File: config.mk
export PLATFORM = sky130hd
export DESIGN_NAME = posit_encode
export DESIGN_NICKNAME = d
export VERILOG_FILES = /design/src/rtl/posit_encode.sv
export SDC_FILE = /design/constraint.sdc
export NUM_CORES = 1
export LEC_CHECK = 0
export BUFFER_PORTS_ARGS = -buffer_cell sky130_fd_sc_hd__buf_2
export CAP_MARGIN = 20
export CELL_PAD_IN_SITES_DETAIL_PLACEMENT = 1
export CELL_PAD_IN_SITES_GLOBAL_PLACEMENT = 2
export CORE_MARGIN = 4
export CORE_UTILIZATION = 36
export DETAILED_ROUTE_END_ITERATION = 8
export PLACE_DENSITY = 0.9
export REMOVE_ABC_BUFFERS = 1
export SYNTH_ARGS = -nofsm -noshare
export SYNTH_HDL_FRONTEND = slang
export SYNTH_SLANG_ARGS = --single-unit
File: constraint.sdc
create_clock -name Clk -period 3.08 [get_ports Clk]
set_clock_uncertainty 0.2 [all_clocks]
set_input_delay 0.308 -clock Clk [delete_from_list [all_inputs] [get_ports Clk]]
set_output_delay 0.308 -clock Clk [all_outputs]
set_load 0.03 [all_outputs]
File: src/rtl/posit_encode.sv
// posit_encode: 3-stage pipelined posit packer (decoded sign/regime/exponent/mantissa/specials in, N-bit posit out, valid/ready on both sides)
module posit_encode #(
  parameter int N  = 8,
  parameter int ES = 4,
  parameter int RS = $clog2(N)
) (
  input  logic          Clk,
  input  logic          Reset,
  input  logic          InValid,
  output logic          InReady,
  input  logic          Sign,
  input  logic [RS:0]   RegimeValue,
  input  logic [ES-1:0] Exponent,
  input  logic [N-1:0]  Mantissa,
  input  logic          inf,
  input  logic          zero,
  output logic [N-1:0]  Out,
  output logic          OutValid,
  input  logic          OutReady
);
  localparam int W  = 2*N+ES;
  localparam int RW = RS+1;
  localparam logic signed [RS:0] K_HI = RW'(N-2);
  localparam logic signed [RS:0] K_LO = RW'(1-N);
  logic              w_stall;
  logic signed [RS:0] w_k;
  logic [RS:0]       w_mag;
  logic              r1_v, r1_sign, r1_inf, r1_zero, r1_max, r1_min;
  logic [N-1:0]      r1_reg;
  logic [RS:0]       r1_rlen;
  logic [ES-1:0]     r1_exp;
  logic [N-1:0]      r1_frac;
  logic [W-1:0]      w_tail, w_buf;
  logic [N-2:0]      w_body, w_res;
  logic              w_guard, w_sticky, w_up;
  logic [N-1:0]      w_sum;
  logic              r2_v, r2_sign, r2_inf, r2_zero;
  logic [N-2:0]      r2_body;
  logic [N-1:0]      w_pos, w_out;
  assign w_stall = OutValid & ~OutReady;
  assign InReady = ~w_stall;
  assign w_k     = RegimeValue;
  assign w_mag   = w_k[RS] ? -RegimeValue : RegimeValue;
  // hidden bit is dropped by the shift, leaving the fraction left-aligned with a zero LSB
  assign w_tail   = {r1_exp, r1_frac, {N{1'b0}}};
  assign w_buf    = {r1_reg, {(W-N){1'b0}}} | (w_tail >> r1_rlen);
  assign w_body   = w_buf[W-1 -: N-1];
  assign w_guard  = w_buf[W-N];
  assign w_sticky = |w_buf[W-N-1:0];
  assign w_up     = w_guard & (w_sticky | w_body[0]);
  assign w_sum    = {1'b0, w_body} + {{(N-1){1'b0}}, w_up};
  // rounding carry into the sign position saturates to maxpos; a zero body becomes minpos
  assign w_res    = (r1_max | w_sum[N-1]) ? {(N-1){1'b1}} :
                    (r1_min | ~|w_sum)    ? {{(N-2){1'b0}}, 1'b1} : w_sum[N-2:0];
  assign w_pos    = {1'b0, r2_body};
  assign w_out    = r2_inf ? {1'b1, {(N-1){1'b0}}} : r2_zero ? '0 : r2_sign ? -w_pos : w_pos;
  always_ff @(posedge Clk or posedge Reset)
    if (Reset) begin
      r1_v     <= 1'b0;
      r1_sign  <= 1'b0;
      r1_inf   <= 1'b0;
      r1_zero  <= 1'b0;
      r1_max   <= 1'b0;
      r1_min   <= 1'b0;
      r1_reg   <= '0;
      r1_rlen  <= '0;
      r1_exp   <= '0;
      r1_frac  <= '0;
      r2_v     <= 1'b0;
      r2_sign  <= 1'b0;
      r2_inf   <= 1'b0;
      r2_zero  <= 1'b0;
      r2_body  <= '0;
      OutValid <= 1'b0;
      Out      <= '0;
    end else if (!w_stall) begin
      r1_v     <= InValid;
      r1_sign  <= Sign;
      r1_inf   <= inf;
      r1_zero  <= zero & ~inf;
      r1_max   <= w_k >= K_HI;
      r1_min   <= w_k <= K_LO;
      r1_rlen  <= w_k[RS] ? w_mag + RW'(1) : w_mag + RW'(2);
      r1_reg   <= w_k[RS] ? ({1'b1, {(N-1){1'b0}}} >> w_mag) : ~({N{1'b1}} >> (w_mag + RW'(1)));
      r1_exp   <= Exponent;
      r1_frac  <= Mantissa << 1;
      r2_v     <= r1_v;
      r2_sign  <= r1_sign;
      r2_inf   <= r1_inf;
      r2_zero  <= r1_zero;
      r2_body  <= w_res;
      OutValid <= r2_v;
      Out      <= w_out;
    end
endmodule
* After elaboration in Yosys (flattened, before gate mapping)
Cells that the tools add are included.
** Storage, ports and cells
- Bits in registers :: 49
- Input port bits :: 23
** Cells by class
- Muxes and demuxes :: 8
- Shift-type cells :: 3
- Bitwise operators :: 11
- Order comparisons :: 2
- Add/subtract/negate cells :: 5
- Reductions and logical operators :: 3
** Operators by type and width (count)
- $mux 8 :: 4
- $or 20x20->20 :: 1
- $shr 20x4->20 :: 1
- $shr 8x4->8 const A :: 2
- $mux 7 :: 2
- $reduce_or 12->1 :: 1
- $add 7x1->8 :: 1
- $mux 4 :: 2
- $neg 7->8 :: 1
- $not 8->8 :: 1
- $reduce_or 8->1 :: 1
- $add 4x1->4 const B :: 1
- $add 4x2->4 const B :: 1
- $ge 4x4->1 const B :: 1
- $le 4x4->1 const B :: 1
- $neg 4->4 :: 1
- $and 1x1->1 :: 3
- $not 1->1 :: 3
- $or 1x1->1 :: 3
- $logic_not 1->1 :: 1

* Longest topological paths before layout
- Depth in word-level cells :: 11
- Mapped depth :: 10
- Gate-level depth less buffers :: 10

* Least setup slack after synthesis
No wires, ideal clock.
- Path type :: register to register
- From :: reg r1_rlen[1]
- To :: reg r2_body[0]
- Path slack :: 0.655 ns
- Path buffers :: 2
- Data arrival time :: 2.094 ns
- Stages on the path, launching flop included :: 10
- Setup time :: 0.131 ns
- Cells stage by stage :: dfrtp_1 buf_6 buf_6 mux2_4 a221oi_4 or2_1 nor4b_1 a211o_4 a211oi_2 o32ai_1
** Between the ends
- Longest elaborated chain between the ends :: 11
- Elaborated cells on any way between the ends :: 12
- Classes of those cells :: add/sub: 1; shift: 1; mux: 2; bitwise: 5; reduce/logical: 3
** Ends and longest elaborated chain
- from (decl) :: line 30 : logic [RS:0] r1_rlen;
- from (signal assigned) :: line 83 : r1_rlen <= w_k[RS] ? w_mag + RW'(1) : w_mag + RW'(2);
- $shr 20x4->20 (*) :: line 46 : assign w_buf = {r1_reg, {(W-N){1'b0}}} | (w_tail >> r1_rlen);
- $or 20x20->20 (*) :: line 46
- $reduce_or 12->1 :: line 49 : assign w_sticky = |w_buf[W-N-1:0];
- $or 1x1->1 :: line 50 : assign w_up = w_guard & (w_sticky | w_body[0]);
- $and 1x1->1 :: line 50
- $add 7x1->8 (*) :: line 51 : assign w_sum = {1'b0, w_body} + {{(N-1){1'b0}}, w_up};
- $reduce_or 8->1 :: line 54 : (r1_min | ~|w_sum) ? {{(N-2){1'b0}}, 1'b1} : w_sum[N-2:0];
- $logic_not 1->1 :: line 54
- $or 1x1->1 :: line 54
- $mux 7 :: line 54
- $mux 7 (*) :: line 53 : assign w_res = (r1_max | w_sum[N-1]) ? {(N-1){1'b1}} :
- to (signal assigned) :: line 91 : r2_body <= w_res;
- to (decl) :: line 38 : logic [N-2:0] r2_body;
Mark *: on every way between the ends. The rest lies on a longest branch, timed or not.
A chain may end at the register's enable or synchronous reset.

* Final worst setup path
Ends and elaborated chain as after synthesis.

==> summary.md <==
| Metric | Value |
|---|---|
| Post-Syn Area | 0.00303 sq mm |
| Synth area leader | dfrtp_1 |
| Root Driver | clkbuf_8 |
| CP startpoint kind | flop |
| Routing usage on met2 | 28.8% |
| P_leak | 0.00161 uW |
| Fillcell total | 1,003 |
| Unrepaired setup endpoints after global routing | false |
| Vias per cell | 5.38 |
| Worst slack, placed | 0.333 ns |
| Tmin final | 2.81 ns |
| Worst VDD drop | 234 uV |
| Final instance area | 0.00350 sq mm |
| GRT Total Usage | 17.0% |
| Max cap viols | 0 |
| Post-CTS setup buffer count | 0 |
| CP required | 3.07 ns |
| Final wirelength | 7.96 mm |
| Fin. Hold Viols | 0 |
| Peak Freq | 356 MHz |
| Nets@finish | 424 |
| Clock Tree Buf Depth | 2 |
| Synth Warn # | 0 |
| Sequential-to-total area share from yosys stat | 40.5% |
| DP HPWL | 5.64 mm |
| Vias in the first global route | 2,728 |
| Clock sinks | 49 |
| PortBufs | 31 |
| Std cell rows | 33 |
| Worst EP arrival | 2.79 ns |
| Worst Hold Class | primary input to flop |
| Pin count of the biggest net entering global routing | 50 |
| CP max FO | 19 |
| Ant diodes | 0 |
| Register bit total from synthesis | 49 |
| Status | completed |
| Met3 Use GR | 2.10% |
| Total gr overflow | 0 |
| Top cells by count, synth | 74 x nand2_1, 49 x dfrtp_1, 33 x nor2_1, 23 x a21oi_1, 14 x clkbuf_1 |
| Top-count cell post-synth | nand2_1 |
| Final setup viols | 0 |
| Number of synthesized flops with an enable pin | 0 |
| Iteration-0 DRC Markers | 120 |
| Clock transition at path regs | 0.10 ns |
| Relative slew slack | 57.2% |
| Die width | 99.7 microns |
| Synth top area share | 40.5% |
| Full die area | 0.00994 sq mm |
| H-tree levels | 2 |
| Wire per inst | 16.0 microns |
| Pre-antenna DRT Iters | 4 |
| Post-synthesis cell count | 355 |
| Initial Utilization | 36.9% |
| Max-slew violations | 0 |
| Clk_lat worst skew | 0.31 ns |
| Clock buffer count from CTS | 5 |
| CP Capture Type | flop |
| Top Ports | 33 |
| Residual DRC | 0 |
| Crit share post-route | 91.1% |
| RePlAce Congestion | 0.876 |
| Worst setup margin | 0.273 ns |
| Met1 Use GR | 23.3% |
| Post-cts sizing count | 0 |
| Main synth FF type | dfrtp_1 |
| DP Area | 0.00325 sq mm |
| Kind of critical path | flop to flop |
| Routed vias | 2,666 |
| Least-Margin Pin Slew | 0.641 ns |
| Async set or reset register ratio after synthesis | 100% |
| CTS tree | yes |
| Pwr Density | 803 mW/mm^2 |
| Mean post-synth cell area | 8.53 sq um |
| Core Box Area | 0.00822 sq mm |
| Antenna violations before repair | 0 |
| Synth top area cells | dfrtp_1 40%, nand2_1 9.2%, ha_1 4.5% |
| Die H | 99.7 microns |
| Global-route wire length before repair | 13.8 mm |
| Hold buffer count at CTS | 10 |
| Core Util, Final | 42.6% |
| Global route hottest layer | met2 |
| Final ANT Viol Nets | 0 |
| Synth unique cells | 58 |
| Layout cells sized above 1 | 15.3% |
| Area delta synth->final | 15.6% |
==> cell type report <==
cell class / count / area, sq um / share of cell area [%]
Clock inverter: 3 / 47.5 / 1.36
Inverter: 16 / 60.1 / 1.72
Tap cell: 105 / 131 / 3.75
Clock buffer: 5 / 68.8 / 1.97
Sequential cell: 49 / 1230 / 35.0
Timing Repair Buffer: 48 / 323 / 9.22
Multi-Input combinational cell: 270 / 1640 / 47.0
==> worst paths after layout <==
kind,start,endpoint,slack (ns),depth (start not counted)
setup / recovery,r1_rlen[1],r2_body[0],0.27,7
min in group asynchronous,Reset,Out[3],0.37,3
hold / removal,Mantissa[4],r1_frac[5],0.003,3
setup reg to reg,r1_rlen[1],r2_body[0],0.27,7
max in group asynchronous,Reset,Out[5],1.79,4
hold reg to reg,r2_v,r2_v,0.27,2
==> stage by stage <==
step,setup TNS (ns),hold slack [ns],std cells,power [uW]
finish,0,0.00283,496,2810
global route,0,0.0169,496,3040
CTS,0,0.000332,494,2830
detailed placement,0,0.248,476,2330
global placement,0,0.247,476,2260
floorplan,-0.0498,0.220,335,1940
==> placed cells by master, fill, tap and decap left out, types with 3 or more instances in the layout <==
master          n
buf_2          31
nor2_1         33
a21o_1          3
dfrtp_1        49
nor2b_1         7
inv_2           7
o31ai_1         3
nand2b_1        7
inv_1           9
mux2i_1         9
o21ai_0        13
a21oi_1        23
xnor2_1         3
o221ai_1        3
ha_1           11
dlygate4sd3_1  11
buf_4           5
clkbuf_8        5
nor3_1          5
o21ai_1         7
xor2_1          5
nand2_1        74
nand3_1         5
a31oi_1         7
o22a_1          8
nor3b_1         3
o22ai_1         3
==> power breakdown <==
group,leakage (uW),switching (uW),internal (uW)
logic,0.000962,729,500
clock network,0.0000591,233,248
registers,0.000591,253,848
==> logic make-up after synthesis <==
kind of cell | count (synthesis) | share of synthesized area, %
XOR/XNOR | 8 | 2.31
multiplexers | 12 | 4.34
flip-flops | 49 | 40.5
buffers and inverters | 36 | 5.29
adder cells (fa/ha/maj) | 11 | 4.55
AO/OA/AOI/OAI | 88 | 20.2
AND/OR/NAND/NOR | 151 | 22.8
==> layer usage <==
| layer | vias to the layer above | wire length, microns |
|---|---|---|
| met5 | - | 0 |
| li1 | 1311 | - |
| met3 | 8 | 215 |
| met4 | 0 | 63 |
| met2 | 34 | 3910 |
| met1 | 1313 | 3770 |
==> critical path: stages, from the launching register on <==
cell      delay (ns)
dfrtp_1         0.76
mux2_4          0.38
a221oi_4        0.39
or2_1           0.21
nor4b_1         0.08
a211o_4         0.40
a211oi_2        0.15
o32ai_1         0.11
Note: power is estimated with default switching activity, not from simulation.
